==> src/rtl/dma_pkg.sv <==
// Shared types and defaults for the memory-copier DMA controller.
package dma_pkg;
  localparam int DATA_W     = 8;
  localparam int DEF_ADDR_W = 8;
  localparam int DEF_LEN_W  = 8;

  typedef enum logic [2:0] {
    IDLE,
    RD_REQ,
    RD_WAIT,
    WR_REQ,
    FINISH
  } state_t;
endpackage

==> src/rtl/dma_copy_ctrl_if.sv <==
// Byte-memory request bus between the copy controller and memory.
interface dma_copy_ctrl_if
  import dma_pkg::*;
#(
  parameter int ADDR_W = DEF_ADDR_W
) ();
  logic              mem_ren;
  logic              mem_wen;
  logic [ADDR_W-1:0] mem_addr;
  logic [DATA_W-1:0] mem_wdata;
  logic              mem_ready;
  logic [DATA_W-1:0] mem_rdata;

  modport master (
    output mem_ren, mem_wen, mem_addr, mem_wdata,
    input  mem_ready, mem_rdata
  );

  modport slave (
    input  mem_ren, mem_wen, mem_addr, mem_wdata,
    output mem_ready, mem_rdata
  );
endinterface

==> src/rtl/dma_addr_counter.sv <==
// Latched transfer parameters and byte index with wrapped addresses.
module dma_addr_counter
  import dma_pkg::*;
#(
  parameter int ADDR_W = DEF_ADDR_W,
  parameter int LEN_W  = DEF_LEN_W
) (
  input  logic              CLK,
  input  logic              nRST,
  input  logic              load,
  input  logic              inc,
  input  logic [ADDR_W-1:0] src_in,
  input  logic [ADDR_W-1:0] dst_in,
  input  logic [LEN_W-1:0]  len_in,
  output logic [ADDR_W-1:0] src_a,
  output logic [ADDR_W-1:0] dst_a,
  output logic              last
);
  logic [ADDR_W-1:0] src;
  logic [ADDR_W-1:0] dst;
  logic [LEN_W-1:0]  len;
  logic [LEN_W-1:0]  idx;

  always_ff @(posedge CLK) begin
    if (!nRST) begin
      src <= '0;
      dst <= '0;
      len <= '0;
      idx <= '0;
    end else if (load) begin
      src <= src_in;
      dst <= dst_in;
      len <= len_in;
      idx <= '0;
    end else if (inc) begin
      idx <= idx + LEN_W'(1);
    end
  end

  assign src_a = src + ADDR_W'(idx);
  assign dst_a = dst + ADDR_W'(idx);
  assign last  = (idx == len - LEN_W'(1));
endmodule

==> src/rtl/dma_copy_ctrl.sv <==
// Byte-at-a-time copy sequencer: read into staging reg, write back out.
module dma_copy_ctrl
  import dma_pkg::*;
#(
  parameter int ADDR_W = DEF_ADDR_W,
  parameter int LEN_W  = DEF_LEN_W
) (
  input  logic              CLK,
  input  logic              nRST,
  input  logic              start,
  input  logic              abort,
  input  logic [ADDR_W-1:0] src_addr,
  input  logic [ADDR_W-1:0] dst_addr,
  input  logic [LEN_W-1:0]  length,
  dma_copy_ctrl_if.master   mem,
  output logic              reg_wen,
  output logic [DATA_W-1:0] reg_wdata,
  input  logic [DATA_W-1:0] reg_data,
  output logic              busy,
  output logic              done,
  output logic              aborted
);
  state_t            state;
  state_t            nxt;
  logic              take_abort;
  logic              ren;
  logic              wen;
  logic              last;
  logic [ADDR_W-1:0] src_a;
  logic [ADDR_W-1:0] dst_a;

  wire load = (state == IDLE) && start;
  wire inc  = (state == WR_REQ) && mem.mem_ready
              && !abort && !last;

  dma_addr_counter #(
    .ADDR_W(ADDR_W),
    .LEN_W (LEN_W)
  ) u_cnt (
    .CLK   (CLK),
    .nRST  (nRST),
    .load  (load),
    .inc   (inc),
    .src_in(src_addr),
    .dst_in(dst_addr),
    .len_in(length),
    .src_a (src_a),
    .dst_a (dst_a),
    .last  (last)
  );

  always_comb begin
    nxt        = state;
    take_abort = 1'b0;
    unique case (state)
      IDLE: begin
        if (start)
          nxt = (length == '0) ? FINISH : RD_REQ;
      end
      RD_REQ: begin
        if (abort) begin
          nxt        = IDLE;
          take_abort = 1'b1;
        end else if (mem.mem_ready) begin
          nxt = RD_WAIT;
        end
      end
      RD_WAIT: begin
        if (abort) begin
          nxt        = IDLE;
          take_abort = 1'b1;
        end else begin
          nxt = WR_REQ;
        end
      end
      WR_REQ: begin
        if (abort) begin
          nxt        = IDLE;
          take_abort = 1'b1;
        end else if (mem.mem_ready) begin
          nxt = last ? FINISH : RD_REQ;
        end
      end
      FINISH:  nxt = IDLE;
      default: nxt = IDLE;
    endcase
  end

  // Output flags are registered from the next state so they are Moore.
  always_ff @(posedge CLK) begin
    if (!nRST) begin
      state   <= IDLE;
      ren     <= 1'b0;
      wen     <= 1'b0;
      reg_wen <= 1'b0;
      busy    <= 1'b0;
      done    <= 1'b0;
      aborted <= 1'b0;
    end else begin
      state   <= nxt;
      ren     <= (nxt == RD_REQ);
      wen     <= (nxt == WR_REQ);
      reg_wen <= (nxt == RD_WAIT);
      busy    <= (nxt != IDLE);
      done    <= (nxt == FINISH);
      aborted <= take_abort;
    end
  end

  always_comb begin
    mem.mem_addr = '0;
    unique case (1'b1)
      ren:     mem.mem_addr = src_a;
      wen:     mem.mem_addr = dst_a;
      default: mem.mem_addr = '0;
    endcase
  end

  assign mem.mem_ren   = ren;
  assign mem.mem_wen   = wen;
  assign mem.mem_wdata = wen ? reg_data : '0;
  assign reg_wdata     = reg_wen ? mem.mem_rdata : '0;
endmodule

==> src/flat_wrapper.sv <==
// flat-port wrapper written by rule: the top's interface ports become plain ports
module dma_copy_ctrl_flat import dma_pkg::*;
#(
  parameter int ADDR_W = DEF_ADDR_W,
  parameter int LEN_W  = DEF_LEN_W
)
  (CLK, nRST, start, abort, src_addr, dst_addr, length, reg_wen, reg_wdata, reg_data, busy, done, aborted, mem_mem_ren, mem_mem_wen, mem_mem_addr, mem_mem_wdata, mem_mem_ready, mem_mem_rdata);
  dma_copy_ctrl_if #(.ADDR_W(ADDR_W)) mem_i ();
  input  logic CLK;
  input  logic nRST;
  input  logic start;
  input  logic abort;
  input  logic [ADDR_W-1:0] src_addr;
  input  logic [ADDR_W-1:0] dst_addr;
  input  logic [LEN_W-1:0] length;
  output logic reg_wen;
  output logic [DATA_W-1:0] reg_wdata;
  input  logic [DATA_W-1:0] reg_data;
  output logic busy;
  output logic done;
  output logic aborted;
  output wire logic [$bits(mem_i.mem_ren)-1:0] mem_mem_ren;
  output wire logic [$bits(mem_i.mem_wen)-1:0] mem_mem_wen;
  output wire logic [$bits(mem_i.mem_addr)-1:0] mem_mem_addr;
  output wire logic [$bits(mem_i.mem_wdata)-1:0] mem_mem_wdata;
  input wire logic [$bits(mem_i.mem_ready)-1:0] mem_mem_ready;
  input wire logic [$bits(mem_i.mem_rdata)-1:0] mem_mem_rdata;
  assign mem_mem_ren = mem_i.mem_ren;
  assign mem_mem_wen = mem_i.mem_wen;
  assign mem_mem_addr = mem_i.mem_addr;
  assign mem_mem_wdata = mem_i.mem_wdata;
  assign mem_i.mem_ready = mem_mem_ready;
  assign mem_i.mem_rdata = mem_mem_rdata;
  dma_copy_ctrl #(.ADDR_W(ADDR_W), .LEN_W(LEN_W)) u_core (.CLK(CLK), .nRST(nRST), .start(start), .abort(abort), .src_addr(src_addr), .dst_addr(dst_addr), .length(length), .mem(mem_i), .reg_wen(reg_wen), .reg_wdata(reg_wdata), .reg_data(reg_data), .busy(busy), .done(done), .aborted(aborted));
endmodule
==> config.mk <==
export PLATFORM = sky130hd
export DESIGN_NAME = dma_copy_ctrl_flat
export DESIGN_NICKNAME = d
export VERILOG_FILES = /design/src/rtl/dma_pkg.sv /design/src/rtl/dma_copy_ctrl_if.sv /design/src/rtl/dma_addr_counter.sv /design/src/rtl/dma_copy_ctrl.sv /design/src/flat_wrapper.sv
export SDC_FILE = /design/constraint.sdc
export NUM_CORES = 1
export LEC_CHECK = 0
export BUFFER_PORTS_ARGS = -buffer_cell sky130_fd_sc_hd__buf_2
export CAP_MARGIN = 20
export CELL_PAD_IN_SITES_DETAIL_PLACEMENT = 1
export CELL_PAD_IN_SITES_GLOBAL_PLACEMENT = 1
export CORE_MARGIN = 5
export CORE_UTILIZATION = 42
export DETAILED_ROUTE_END_ITERATION = 6
export GPL_TIMING_DRIVEN = 0
export PLACE_DENSITY = 0.84
export RECOVER_POWER = 50
export SYNTH_ARGS = -nofsm -noshare
export SYNTH_HDL_FRONTEND = slang
export SYNTH_HIERARCHICAL = 1
export SYNTH_SLANG_ARGS = --single-unit
==> constraint.sdc <==
create_clock -name CLK -period 8.6 [get_ports CLK]
set_input_delay 1.72 -clock CLK [delete_from_list [all_inputs] [get_ports CLK]]
set_output_delay 1.72 -clock CLK [all_outputs]
set_load 0.01 [all_outputs]
==> out/qor.csv <==
stage,metric,value,unit
logic_synthesis,Post-synth EDFFs,0,
timing,unrepaired setup endpoints after global routing,false,
detailed_routing,Remaining DRCs,0,
timing,crit share post-route,0.505,
logic_synthesis,Area contributors post-synth,"dfxtp_1 (32%), mux2i_1 (10%), ha_1 (7.7%)",
die,die width,88.4,um
logic_synthesis,Post-Syn Area,2580,um^2
die,Die H,88.4,um
global_route,largest net degree at the start of global routing,15,
min_path,Hold Crit Class,reg2reg,
clock_network,CTS tree,yes,
detailed_routing,total vias in the final route,2289,
clock_network,CTS H-tree lvls,2,
logic_synthesis,largest family of logic cells by synthesized area,simple AND/OR/NAND/NOR gates,
logic_synthesis,Synth Instances,282,
logic_synthesis,Post-Syn Nets,345,
clock_network,CTS clock-pin slew for the worst setup and hold paths,80,ps
logic_synthesis,simple-gate share of the synthesized area,0.224,
timing,Final Max Slew Viols,0,
clock_network,CTS Buf Count,5,
detailed_routing,wire per inst,15.9,um
timing,TNS Setup,0,ps
logic_synthesis,Yosys reg bits,41,
die,Core ar.,5960,um^2
global_route,initial antenna violation count,0,
timing,highest clock rate,230,MHz
detailed_routing,Via density,5.21,
timing,final hold vios,0,
clock_network,setup bufs post-CTS,0,
logic_synthesis,adder-cell share of the synthesized area,0.0930,
final_layout,Syn-to-layout area delta,20.3,%
clock_network,Resized cells post-CTS,0,
timing,Rel. slew slack,0.486,
setup_path,CP required,6880,ps
clock_network,maximum clock insertion buffer count,2,
detailed_routing,drt pass-1 iters,4,
logic_synthesis,share of flip-flops with an asynchronous set or reset,0,
power_and_ir_drop,Clock Power Share,0.314,
setup_path,top fanout value on the critical path,8,
final_layout,utilization after layout,0.522,
timing,Post-Route Skew,5.19,ps
setup_path,critical path capture point type,output port,
final_layout,diodes inserted,0,
setup_path,CP startpoint kind,flip-flop,
clock_network,Post-CTS Hold Fix Bufs,0,
logic_synthesis,mux share of post-synthesis cell area,0.101,
global_route,All-Layer GR Usage,0.182,
status,status,completed,
place,I/O Buffers,74,
flow_run,Max Cap Violations,0,
power_and_ir_drop,"IR drop worst, VDD",0.0947,mV
global_route,global route overflow,0,
logic_synthesis,Ys Warns,6,
power_and_ir_drop,Logic pwr share,0.185,
power_and_ir_drop,pwr dens,133,nW/um^2
final_layout,layout cells sized above 1,0.214,
clock_network,CTS sink cnt,41,
global_route,number of global-route vias before repair,2433,
power_and_ir_drop,Power Internal,294,uW
power_and_ir_drop,switching part of the total,0.287,
power_and_ir_drop,sequential share of power,0.501,
timing,clock period minus worst slack,4340,ps
place,Placer Congestion,0.744,
die,initial core utilization,0.434,
logic_synthesis,Post-synth top flop,dfxtp_1,
detailed_routing,WL final,6.97,mm
place,Final HPWL DP,5.54,mm
logic_synthesis,Yosys top cell area share,0.318,
logic_synthesis,Synth Area in Compound Gates,0.127,
die,I/O Pins,75,
logic_synthesis,mean post-synth cell area,9.16,um^2
final_layout,Final Net Count,426,
power_and_ir_drop,total power,412,uW
detailed_routing,DRT antenna net count,0,
detailed_routing,initial DRC count,52,
clock_network,Root Buffer,clkbuf_8,
global_route,first-pass GRT wire length,11.2,mm
logic_synthesis,unique cell type count in the Yosys netlist,45,
timing,setup violators final,0,
setup_path,Critical Path AT,2620,ps
logic_synthesis,dominant cell type by area after synthesis,dfxtp_1,
power_and_ir_drop,sw power,118,uW
logic_synthesis,xor and xnor area share after synthesis,0.101,
setup_path,Setup CP Type,reg2out,
timing,worst slew pin tran,771,ps
die,FP Rows,28,
logic_synthesis,sequential fraction of the synthesis area,0.318,
power_and_ir_drop,leakage,1.43,nW
die,die area,7820,um^2
final_layout,FILL cells,755,
clock_network,Skew-Pair Late Insertion Delay,300,ps
-- cells by family after synthesis --
family | Yosys count
AOI/OAI and AO/OA | 48
xor gates and xnor gates | 29
adders and majority gates | 18
buffers and inverters | 22
DFF | 41
muxes | 26
and+or+nand+nor | 98
-- placed cells by master, fill, tap and decap left out, drive strengths merged, types with 7 or more instances in the layout --
| master | count |
|---|---|
| mux2i | 26 |
| nor2 | 20 |
| xor2 | 10 |
| nor2b | 28 |
| buf | 68 |
| a22o | 8 |
| and2 | 16 |
| dfxtp | 41 |
| inv | 7 |
| ha | 16 |
| xnor2 | 19 |
| o21ai | 7 |
| a21oi | 14 |
| clkbuf | 27 |
-- registers in the layout, summed over array words and instances (netlist names) --
name	cells
u_core/u_cnt/dst	8
u_core/done	1
u_core/busy	1
u_core/u_cnt/idx	8
u_core/mem.mem_ren	1
u_core/reg_wen	1
u_core/mem.mem_wen	1
u_core/state	3
u_core/aborted	1
u_core/u_cnt/len	8
u_core/u_cnt/src	8
-- Yosys cell counts, drive strengths merged (2+ instances only) --
library cell and count:
xnor2 19, nor2b 28, fa 2, and2 16, buf 4, dfxtp 41
a21boi 5, a22o 8, o41ai 2, and3 3, o21bai 2, a21oi 14
nor3 5, and3b 2, xor2 10, a21o 2, nor4 5, inv 7
o21ai 7, mux2i 26, or3 2, nor4bb 2, nand2 5, ha 16
nand4 3, o21a 2, nor2 20, nand3 3, clkbuf 11
-- power groups by stage --
stage | Combinational, mW | Clock, mW | Sequential [mW]
after global routing | 0.0853 | 0.143 | 0.208
after detailed placement | 0.0782 | 0 | 0.211
after global placement | 0.0741 | 0 | 0.211
final | 0.0765 | 0.129 | 0.207
after CTS | 0.0790 | 0.135 | 0.207
after floorplan | 0.0526 | 0 | 0.209
-- worst max-delay path: stages (launching register included) --
cell     delay, ps
dfxtp_1        580
ha_1           310
a21oi_1        130
nor2b_1         90
o21a_1         210
o21a_1         200
o41a_1         330
xnor2_1        140
a22o_1         190
buf_2          140
-- cell type report --
cell class / count / area [um^2] / area share
Multi-Input combinational cell: 219 / 1650 / 0.532
Sequential cell: 41 / 821 / 0.264
Timing Repair Buffer: 74 / 360 / 0.116
Tap cell: 75 / 93.8 / 0.0302
Clock buffer: 6 / 72.6 / 0.0233
Buffer: 15 / 65.1 / 0.0209
Inverter: 7 / 26.3 / 0.00845
Clock inverter: 2 / 15.0 / 0.00483
-- per-layer routing --
layer	track usage	wire (um)	part of all wire	vias to the layer above
met5	0	0	0	-
met4	0.0618	54	0.0078	0
met3	0.0326	237	0.034	4
met2	0.334	3690	0.53	34
met1	0.212	2980	0.43	1109
li1	-	-	-	1142
-- worst paths after layout --
kind	to	from	cells past startpoint	slack [ps]
max reg2reg	u_core/u_cnt/idx[7]	u_core/u_cnt/len[0]	12	5380
min	u_core/u_cnt/src[0]	u_core/u_cnt/src[0]	2	530
min reg2reg	u_core/u_cnt/src[0]	u_core/u_cnt/src[0]	2	530
max	mem_mem_addr[7]	u_core/u_cnt/idx[1]	9	4260
-- stage by stage --
stage | setup slack [ps] | instance area (um^2) | hold slack (ps) | instances
3_3_place_gp | 4690 | 3050 | 510 | 431
4_1_cts | 4240 | 3140 | 536 | 439
5_1_grt | 4130 | 3110 | 554 | 439
3_5_place_dp | 4620 | 3050 | 516 | 431
6_report | 4260 | 3110 | 530 | 439
2_1_floorplan | 4960 | 2580 | 489 | 282
(Power assumes the default switching activity.)
